$ cat src/rtl/cursor_select.sv
// cursor_select: debounces the five game buttons, moves a wrap-around cursor over the
// 6x6 card grid and issues validated single-cycle card-select or reject events.
module cursor_select #(
  parameter int unsigned DEBOUNCE_CYCLES = 500000
) (
  input  logic        clock,
  input  logic        reset,
  input  logic        btn_up,
  input  logic        btn_down,
  input  logic        btn_left,
  input  logic        btn_right,
  input  logic        btn_a,
  input  logic        play_en,
  input  logic        lock,
  input  logic [35:0] matched,
  output logic [5:0]  cursor_addr,
  output logic [2:0]  cursor_row,
  output logic [2:0]  cursor_col,
  output logic        select_pulse,
  output logic [5:0]  select_addr,
  output logic        select_second,
  output logic        reject_pulse
);

  localparam int unsigned NumBtn = 5;
  localparam int unsigned BtnUp  = 0;
  localparam int unsigned BtnDn  = 1;
  localparam int unsigned BtnLt  = 2;
  localparam int unsigned BtnRt  = 3;
  localparam int unsigned BtnA   = 4;
  localparam int unsigned CntW   = $clog2(DEBOUNCE_CYCLES);
  localparam logic [CntW-1:0] CntLast = CntW'(DEBOUNCE_CYCLES - 1);

  logic [NumBtn-1:0] raw;
  logic [NumBtn-1:0] sync1_q, sync2_q;
  logic [NumBtn-1:0] deb_q, deb_d, deb_prev_q;
  logic [NumBtn-1:0] press_q;
  logic [CntW-1:0]   cnt_q [NumBtn];
  logic [CntW-1:0]   cnt_d [NumBtn];

  logic [2:0] row_q, row_d, col_q, col_d;
  logic [5:0] addr_q, addr_d;
  logic       pick_q, pick_d;
  logic [5:0] first_q, first_d;
  logic [5:0] sel_addr_q, sel_addr_d;
  logic       sel_second_q, sel_second_d;
  logic       sel_pulse_q, sel_pulse_d;
  logic       rej_pulse_q, rej_pulse_d;

  assign raw = {btn_a, btn_right, btn_left, btn_down, btn_up};

  // Debounce counters: count cycles of disagreement, flip the level on the last one.
  always_comb begin
    deb_d = deb_q;
    for (int i = 0; i < NumBtn; i++) begin
      cnt_d[i] = '0;
      if (sync2_q[i] != deb_q[i]) begin
        if (cnt_q[i] == CntLast) begin
          deb_d[i] = sync2_q[i];
        end else begin
          cnt_d[i] = cnt_q[i] + CntW'(1);
        end
      end
    end
  end

  // Synchronizers, debounced levels and registered rising-edge press events.
  always_ff @(posedge clock) begin
    if (reset) begin
      sync1_q    <= '0;
      sync2_q    <= '0;
      deb_q      <= '0;
      deb_prev_q <= '0;
      press_q    <= '0;
      for (int i = 0; i < NumBtn; i++) cnt_q[i] <= '0;
    end else begin
      sync1_q    <= raw;
      sync2_q    <= sync1_q;
      deb_q      <= deb_d;
      deb_prev_q <= deb_q;
      press_q    <= deb_q & ~deb_prev_q;
      for (int i = 0; i < NumBtn; i++) cnt_q[i] <= cnt_d[i];
    end
  end

  // Cursor movement and select validation; the A decision uses the pre-move address.
  always_comb begin
    row_d        = row_q;
    col_d        = col_q;
    pick_d       = pick_q;
    first_d      = first_q;
    sel_addr_d   = sel_addr_q;
    sel_second_d = sel_second_q;
    sel_pulse_d  = 1'b0;
    rej_pulse_d  = 1'b0;
    if (play_en) begin
      if (press_q[BtnA]) begin
        if (!lock && !matched[addr_q] && !(pick_q && (addr_q == first_q))) begin
          sel_pulse_d  = 1'b1;
          sel_addr_d   = addr_q;
          sel_second_d = pick_q;
          if (!pick_q) first_d = addr_q;
          pick_d = ~pick_q;
        end else begin
          rej_pulse_d = 1'b1;
        end
      end
      if (press_q[BtnUp] && !press_q[BtnDn]) begin
        row_d = (row_q == 3'd0) ? 3'd5 : row_q - 3'd1;
      end else if (press_q[BtnDn] && !press_q[BtnUp]) begin
        row_d = (row_q == 3'd5) ? 3'd0 : row_q + 3'd1;
      end
      if (press_q[BtnLt] && !press_q[BtnRt]) begin
        col_d = (col_q == 3'd0) ? 3'd5 : col_q - 3'd1;
      end else if (press_q[BtnRt] && !press_q[BtnLt]) begin
        col_d = (col_q == 3'd5) ? 3'd0 : col_q + 3'd1;
      end
    end else begin
      pick_d = 1'b0;
    end
    addr_d = 6'(row_d) * 6'd6 + 6'(col_d);
  end

  // Game-side state and registered outputs.
  always_ff @(posedge clock) begin
    if (reset) begin
      row_q        <= '0;
      col_q        <= '0;
      addr_q       <= '0;
      pick_q       <= 1'b0;
      first_q      <= '0;
      sel_addr_q   <= '0;
      sel_second_q <= 1'b0;
      sel_pulse_q  <= 1'b0;
      rej_pulse_q  <= 1'b0;
    end else begin
      row_q        <= row_d;
      col_q        <= col_d;
      addr_q       <= addr_d;
      pick_q       <= pick_d;
      first_q      <= first_d;
      sel_addr_q   <= sel_addr_d;
      sel_second_q <= sel_second_d;
      sel_pulse_q  <= sel_pulse_d;
      rej_pulse_q  <= rej_pulse_d;
    end
  end

  assign cursor_row    = row_q;
  assign cursor_col    = col_q;
  assign cursor_addr   = addr_q;
  assign select_pulse  = sel_pulse_q;
  assign select_addr   = sel_addr_q;
  assign select_second = sel_second_q;
  assign reject_pulse  = rej_pulse_q;

endmodule

$ cat config.mk
export PLATFORM = sky130hd
export DESIGN_NAME = cursor_select
export DESIGN_NICKNAME = d
export VERILOG_FILES = /design/src/rtl/cursor_select.sv
export SDC_FILE = /design/constraint.sdc
export NUM_CORES = 1
export LEC_CHECK = 0
export CAP_MARGIN = 20
export CELL_PAD_IN_SITES_DETAIL_PLACEMENT = 1
export CELL_PAD_IN_SITES_GLOBAL_PLACEMENT = 2
export CORE_MARGIN = 2
export CORE_UTILIZATION = 37
export CTS_BUF_LIST = sky130_fd_sc_hd__clkbuf_2
export DETAILED_ROUTE_END_ITERATION = 7
export PLACE_DENSITY_LB_ADDON = 0.08
export SLEW_MARGIN = 20
export SYNTH_ARGS = -nofsm -noshare
export SYNTH_HDL_FRONTEND = slang
export SYNTH_SLANG_ARGS = --single-unit
$ cat constraint.sdc
create_clock -name clock -period 4.2 [get_ports clock]
set_input_delay 0.84 -clock clock [delete_from_list [all_inputs] [get_ports clock]]
set_output_delay 0.84 -clock clock [all_outputs]
set_load 0.05 [all_outputs]
; ---- Word level (Yosys, flattened, before mapping)
; Memories as Yosys holds them, arrays and structs flattened.
; Index checks and enable logic that the tools add are counted.
[totals]
register_bits = 53
ramBits = 95
input_bits = 45
output_inout_bits = 21
wordCells = 112
mem_count = 1
[op_classes]
addsub = 10
multipliers = 1
n_lt_le_gt_ge = 1
eq_ne = 13
mux = 32
n_bitwise = 10
n_reduce_logical = 26
[mem_list]
columns = memory, depth, word_bits, read_ports, rd_ports_with_merged_regs, write_ports, line_no
row1 = cnt_q, 5, 19, 5, 0, 5, 38  ; logic [CntW-1:0] cnt_q [NumBtn];
[ops]
columns = op, n
row1 = two-way mux 19 bit, 15
row2 = adder 19 x 1 -> 19 bit (second input constant), 5
row3 = == test 19 bit (second input constant), 5
row4 = two-way mux 3 bit, 10
row5 = AND reduction 2 bit, 6
row6 = logical AND 1 bit, 7
row7 = zero test 1 bit, 7
row8 = less-than comparator 6 x 7 -> 1 bit (second input constant), 1
row9 = adder 3 x 1 -> 3 bit (second input constant), 2
row10 = adder 6 x 3 -> 6 bit, 1
row11 = binary-select mux 1 bit (select 6 bit), 1
row12 = == test 3 bit (second input constant), 2
row13 = == test 6 bit, 1
row14 = zero test 3 bit, 2
row15 = two-way mux 1 bit, 6
row16 = subtractor 3 x 1 -> 3 bit (second input constant), 2
row17 = AND 5 bit, 1
row18 = multiplier 3 x 2 -> 5 bit (second input constant), 1
row19 = != test 1 bit, 5
row20 = NOT 5 bit, 1
row21 = bitwise OR 1 bit, 5
row22 = AND reduction 4 bit, 1
row23 = NOT 1 bit, 3
row24 = AND reduction 3 bit, 1
row25 = 2 further kinds, 2

; ---- Longest topological paths before layout
[depth]
depth_word = 7
mapped_depth = 12
mapped_depth_nobuf = 12

; ---- Worst setup path after synthesis
; Ideal clock, no wire load.
[synth_timing]
path_type = input-to-reg
from = in play_en
to = reg addr_q[5] (netlist: cursor_addr[5])
setup_ns = 0.131
arrival_time_ns = 3.181
required_time_ns = 4.069
slack_ns = 0.887
path_stages = 12
n_path_buf = 1
path_cell_list = clkbuf_1 -> inv_1 -> nor4_1 -> a22o_1 -> a222oi_1 -> inv_1 -> ha_1 -> inv_1 -> fa_1 -> nor2_1 -> nand4_1 -> nor3b_1
[synth_between]
elab_chain_cells = 3
elab_cells_between_ends = 4
classes_between = 1 x add/sub / 1 x mul / 2 x mux
[synth_lines]
columns = element, line_no
row1 = "start, declared", 13  ; input logic play_en,
row2 = two-way mux 3 bit, 96  ; if (play_en) begin
row3 = net row_d[1], 41  ; logic [2:0] row_q, row_d, col_q, col_d;
row4 = multiplier 3 x 2 -> 5 bit, 121  ; addr_d = 6'(row_d) * 6'd6 + 6'(col_d);
row5 = adder 6 x 3 -> 6 bit, 121
row6 = "end signal, assigned", 139  ; addr_q <= addr_d;
row7 = "end, declared", 42  ; logic [5:0] addr_q, addr_d;
; The timed path passes the listed nets, and every way through them passes these cells.
; A chain may end at the register's enable or synchronous reset.

==> implementation parameters <==
Parameter                              Value

Status
  Result of the run ... complete, no violations

STA
  Post-Route Skew ... roughly 0.035 ns
  Endpoints failing setup ... 0
  Final Hold Fails ... 0
  Final Cycle Share ... between 70% and 80%
  Highest attainable clock frequency ... 303 MHz
  Setup ws final ... ~0.90 ns
  Minimum clock period after layout ... about 3.3 ns
  Unrepaired setup endpoints after global routing ... no
  Worst slew margin ... 44.5%
  Final-report max-slew violation count ... 0
  Transition time at the pin with the least slew margin ... between 0.8 and 0.9 ns
  Sum Neg Setup Slack ... 0 ns

Job
  Max-cap check violation count ... 0

Final layout
  Sequential Area ... approximately 3000 um^2
  Fill cells ... between 2000 and 2500
  Fraction of layout instances using a drive strength above 1 ... under 10%
  Area occupied by multi-input gates ... around 3600 um^2
  Synthesis-to-finish area growth ... 16.2%
  Number of nets in the final layout ... roughly 870

Power and ir drop
  Leak ... around 2.6 nW
  Design internal power ... around 1.8 mW
  Power density over cell area ... 301 nW/um^2
  Sw frac ... between 20% and 30%
  Total net switching power ... 527 uW
  Part of the power in registers ... a little under 60%
  Clock network fraction of total power ... around 37%
  Logic pwr share ... 3.5%
  Max VDD drop ... between 0.00015 and 0.0002 V

Worst setup path
  Start-to-end type of the worst setup path ... reg2out
  Worst-path cell with the longest stage delay ... sky130_fd_sc_hd__clkdlybuf4s50_1
  Type of destination of the critical path ... output port
  Critical Path Source Type ... flip-flop
  Data arrival, critical path ... between 2 and 2.5 ns
  CP Cell Sequence ... clkdlybuf4s50_1
  CP bufs+invs ... 1
  Worst flop-to-flop path startpoint ... cursor_col[0]$_SDFFE_PP0P_
  Maximum cell stage delay along the critical path ... between 0.9 and 1 ns
  Family with the most delay on the worst path ... buffers and inverters
  Critical path fanouts, max ... 18
  FF-to-FF path depth ... 6
  Required time worst endpoint ... 3.36 ns
  R2r setup slk ... 1.18 ns
  Crit Reg-Reg Endpoint ... select_addr[0]$_SDFFE_PP0P_

Placement
  GP Congestion ... a little over 0.7
  Port bufs ... 65
  Pre-CTS WS ... approximately 0.30 ns
  Estimated wirelength of the detail-placed design ... 11.2 mm

Synth
  Net count of the mapped netlist ... around 800
  Cells after Synth ... about 750
  Synth warnings ... 0
  Predominant post-synthesis flop cell ... sky130_fd_sc_hd__dfxtp_1
  Count of distinct cell types in the synthesized netlist ... 59
  Most common cell in the synthesized netlist ... sky130_fd_sc_hd__dfxtp_1
  Largest cells by area after synthesis ... sky130_fd_sc_hd__dfxtp_1 (43%), sky130_fd_sc_hd__nor2_1 (7.7%), sky130_fd_sc_hd__xnor2_1 (7.5%), sky130_fd_sc_hd__xor2_1 (4.9%), sky130_fd_sc_hd__mux2i_1 (3.1%)
  Post-Syn Area ... 6770 um^2
  Cell type with the largest total area after synthesis ... sky130_fd_sc_hd__dfxtp_1
  Register bit total from synthesis ... 147
  Sequential-to-total area share from yosys stat ... about 43%
  Leading post-synthesis cells by instance count ... sky130_fd_sc_hd__dfxtp_1 (147), sky130_fd_sc_hd__nor2_1 (139), sky130_fd_sc_hd__xnor2_1 (58)
  Async set-reset flop share out of synthesis ... 0%
  Mean area per synthesized cell ... approximately 9.1 um^2
  Number of enable-type register cells in the synthesized netlist ... 0
  Area share of the largest cell type after synthesis ... between 40% and 50%

Detailed routing
  Detail Route Antenna Nets ... 0
  Per-cell via count in the routed design ... approximately 5.0
  Drt first pass iters ... 6
  Average wire per cell in the routed design ... ~14 um
  DRC violation count after routing ... 0
  Number of vias after detailed routing ... approximately 5200
  Detailed Route Iter0 Violations ... between 150 and 200
  Routed Wire Length ... between 15 and 20 mm

Floorplan
  Initial cell density of the core ... a little under two fifths
  CORE AREA ... 18000 um^2
  Die ar. ... 19400 um^2
  Floorplan die width ... 139 um
  Row count ... 49
  Number of top-level pins ... 66
  DIE HEIGHT ... ~140 um

Clock network
  Number of buffers created by CTS ... 17
  Setup Buffers After CTS ... 0
  Library cell used as clock root buffer ... sky130_fd_sc_hd__clkbuf_2
  Depth of the CTS H-tree ... 4
  Max Root-Sink Buffers ... 2
  Sink count of the clock tree ... ~150
  # resized after CTS ... 0
  Clock transition time at the flip-flop clock pins of the worst setup and hold paths ... around 0.20 ns
  Clock insertion delay at the later pin of the skew report ... 0.69 ns
  Number of buffers added to fix hold violations after cts ... 0
  Clock tree from TritonCTS ... yes

Worst hold path
  Hold path startpoint ... deb_prev_q[2]$_SDFF_PP0_
  Worst hold stages ... 1
  Hold endpoint ... press_q[2]$_SDFF_PP0_
  Type of the worst min-delay path ... reg2reg

GRT
  First-pass GRT wire length ... ~26 mm
  Most congested layer reported by global routing ... met2
  Met2 track demand over resource ... 28.8%
  Maximum number of pins on one net before global-route repair ... 42
  Vias in the first global route ... 5567
  Global-route track usage on met1 ... around 20%
  Initial antenna violation count ... 1
  Global-route total usage across every layer ... approximately 16%
  GR Layer Usage met3 ... 4.03%
  Final global-route overflow total ... 0
[worst register-to-register path, delay by kind of cell (launching register included)]
kind / cells / cell delay (ns)
buffers and inverters: 1 / 0.30
AOI/OAI and AO/OA: 3 / 1.09
muxes: 2 / 0.78
DFF: 1 / 0.84
[sequential cells by signal, indices dropped and copies added (netlist names)]
signal	flops
first_q	6
select_addr	6
deb_prev_q	5
cursor_col	3
reject_pulse	1
cnt_q	95
cursor_row	3
deb_q	5
select_pulse	1
sync1_q	5
cursor_addr	5
press_q	5
sync2_q	5
select_second	1
pick_q	1
[cell families after synthesis]
logic type | count (synthesis) | synth area share [%]
xor+xnor | 97 | 12.7
flops | 147 | 43.5
fa+ha+maj | 16 | 3.18
mux | 30 | 5.82
compound gates | 39 | 4.64
buf+inv | 55 | 3.36
simple gates | 362 | 26.8
[how the worst max path moves through the flow]
stage | start | end | slack (ns) | cells after the start
2_1_floorplan | play_en | cursor_addr[5]$_SDFF_PP0_ | 0.89 | 12
6_report | cursor_col[0]$_SDFFE_PP0P_ | cursor_addr[0] | 0.90 | 1
4_1_cts | cursor_col[0]$_SDFFE_PP0P_ | cursor_addr[0] | 0.81 | 1
5_1_grt | cursor_col[0]$_SDFFE_PP0P_ | cursor_addr[0] | 0.69 | 1
3_5_place_dp | play_en | cursor_addr[5]$_SDFF_PP0_ | 0.30 | 12
3_3_place_gp | play_en | cursor_addr[5]$_SDFF_PP0_ | 0.48 | 12
[per-layer routing]
metal	wire (um)	up-vias
met5	0	-
met4	212	0
met3	356	17
met2	7610	42
met1	7000	2529
li1	-	2644
[area by class of cell]
| cell class | count | area share (%) |
|---|---|---|
| antenna | 2 | 0.0636 |
| clock buffer | 20 | 1.27 |
| multi-input combinational | 544 | 45.8 |
| inverter | 28 | 1.34 |
| timing repair buffer | 68 | 8.49 |
| sequential | 147 | 37.4 |
| clock inverter | 11 | 2.05 |
| tap | 229 | 3.64 |
[through the flow]
step                      cell area (um^2)  cells  hold slack [ns]  util [%]  total power [mW]
after floorplan                       6770    746            0.367         -              1.47
after global placement                7600   1016            0.373      42.3              1.52
after detailed placement              7600   1016            0.379      42.3              1.52
after CTS                             7870   1047            0.375      43.8              2.42
after global routing                  7870   1049            0.376      43.8              2.49
final                                 7870   1049            0.375      43.8              2.37
[cell usage in the layout, fill, tap and decap left out, types with 20 or more instances in the layout]
cell type and n:
sky130_fd_sc_hd__xnor2_1 58, sky130_fd_sc_hd__dfxtp_1 147, sky130_fd_sc_hd__mux2i_1 21, sky130_fd_sc_hd__nor2_1 139
sky130_fd_sc_hd__nand2b_1 22, sky130_fd_sc_hd__inv_1 28, sky130_fd_sc_hd__clkdlybuf4s50_1 64, sky130_fd_sc_hd__nand2_1 38
sky130_fd_sc_hd__xor2_1 38, sky130_fd_sc_hd__clkbuf_2 20, sky130_fd_sc_hd__nor2b_1 24, sky130_fd_sc_hd__nand3_1 39
[power groups by stage]
stage	Clock (mW)	Combinational [mW]	Sequential (mW)
floorplan	0	0.0349	1.43
global placement	0	0.0811	1.43
detailed placement	0	0.0836	1.43
CTS	0.925	0.0841	1.41
global route	0.993	0.0904	1.41
finish	0.883	0.0822	1.41
No activity file was read; power rests on OpenSTA's default activity.
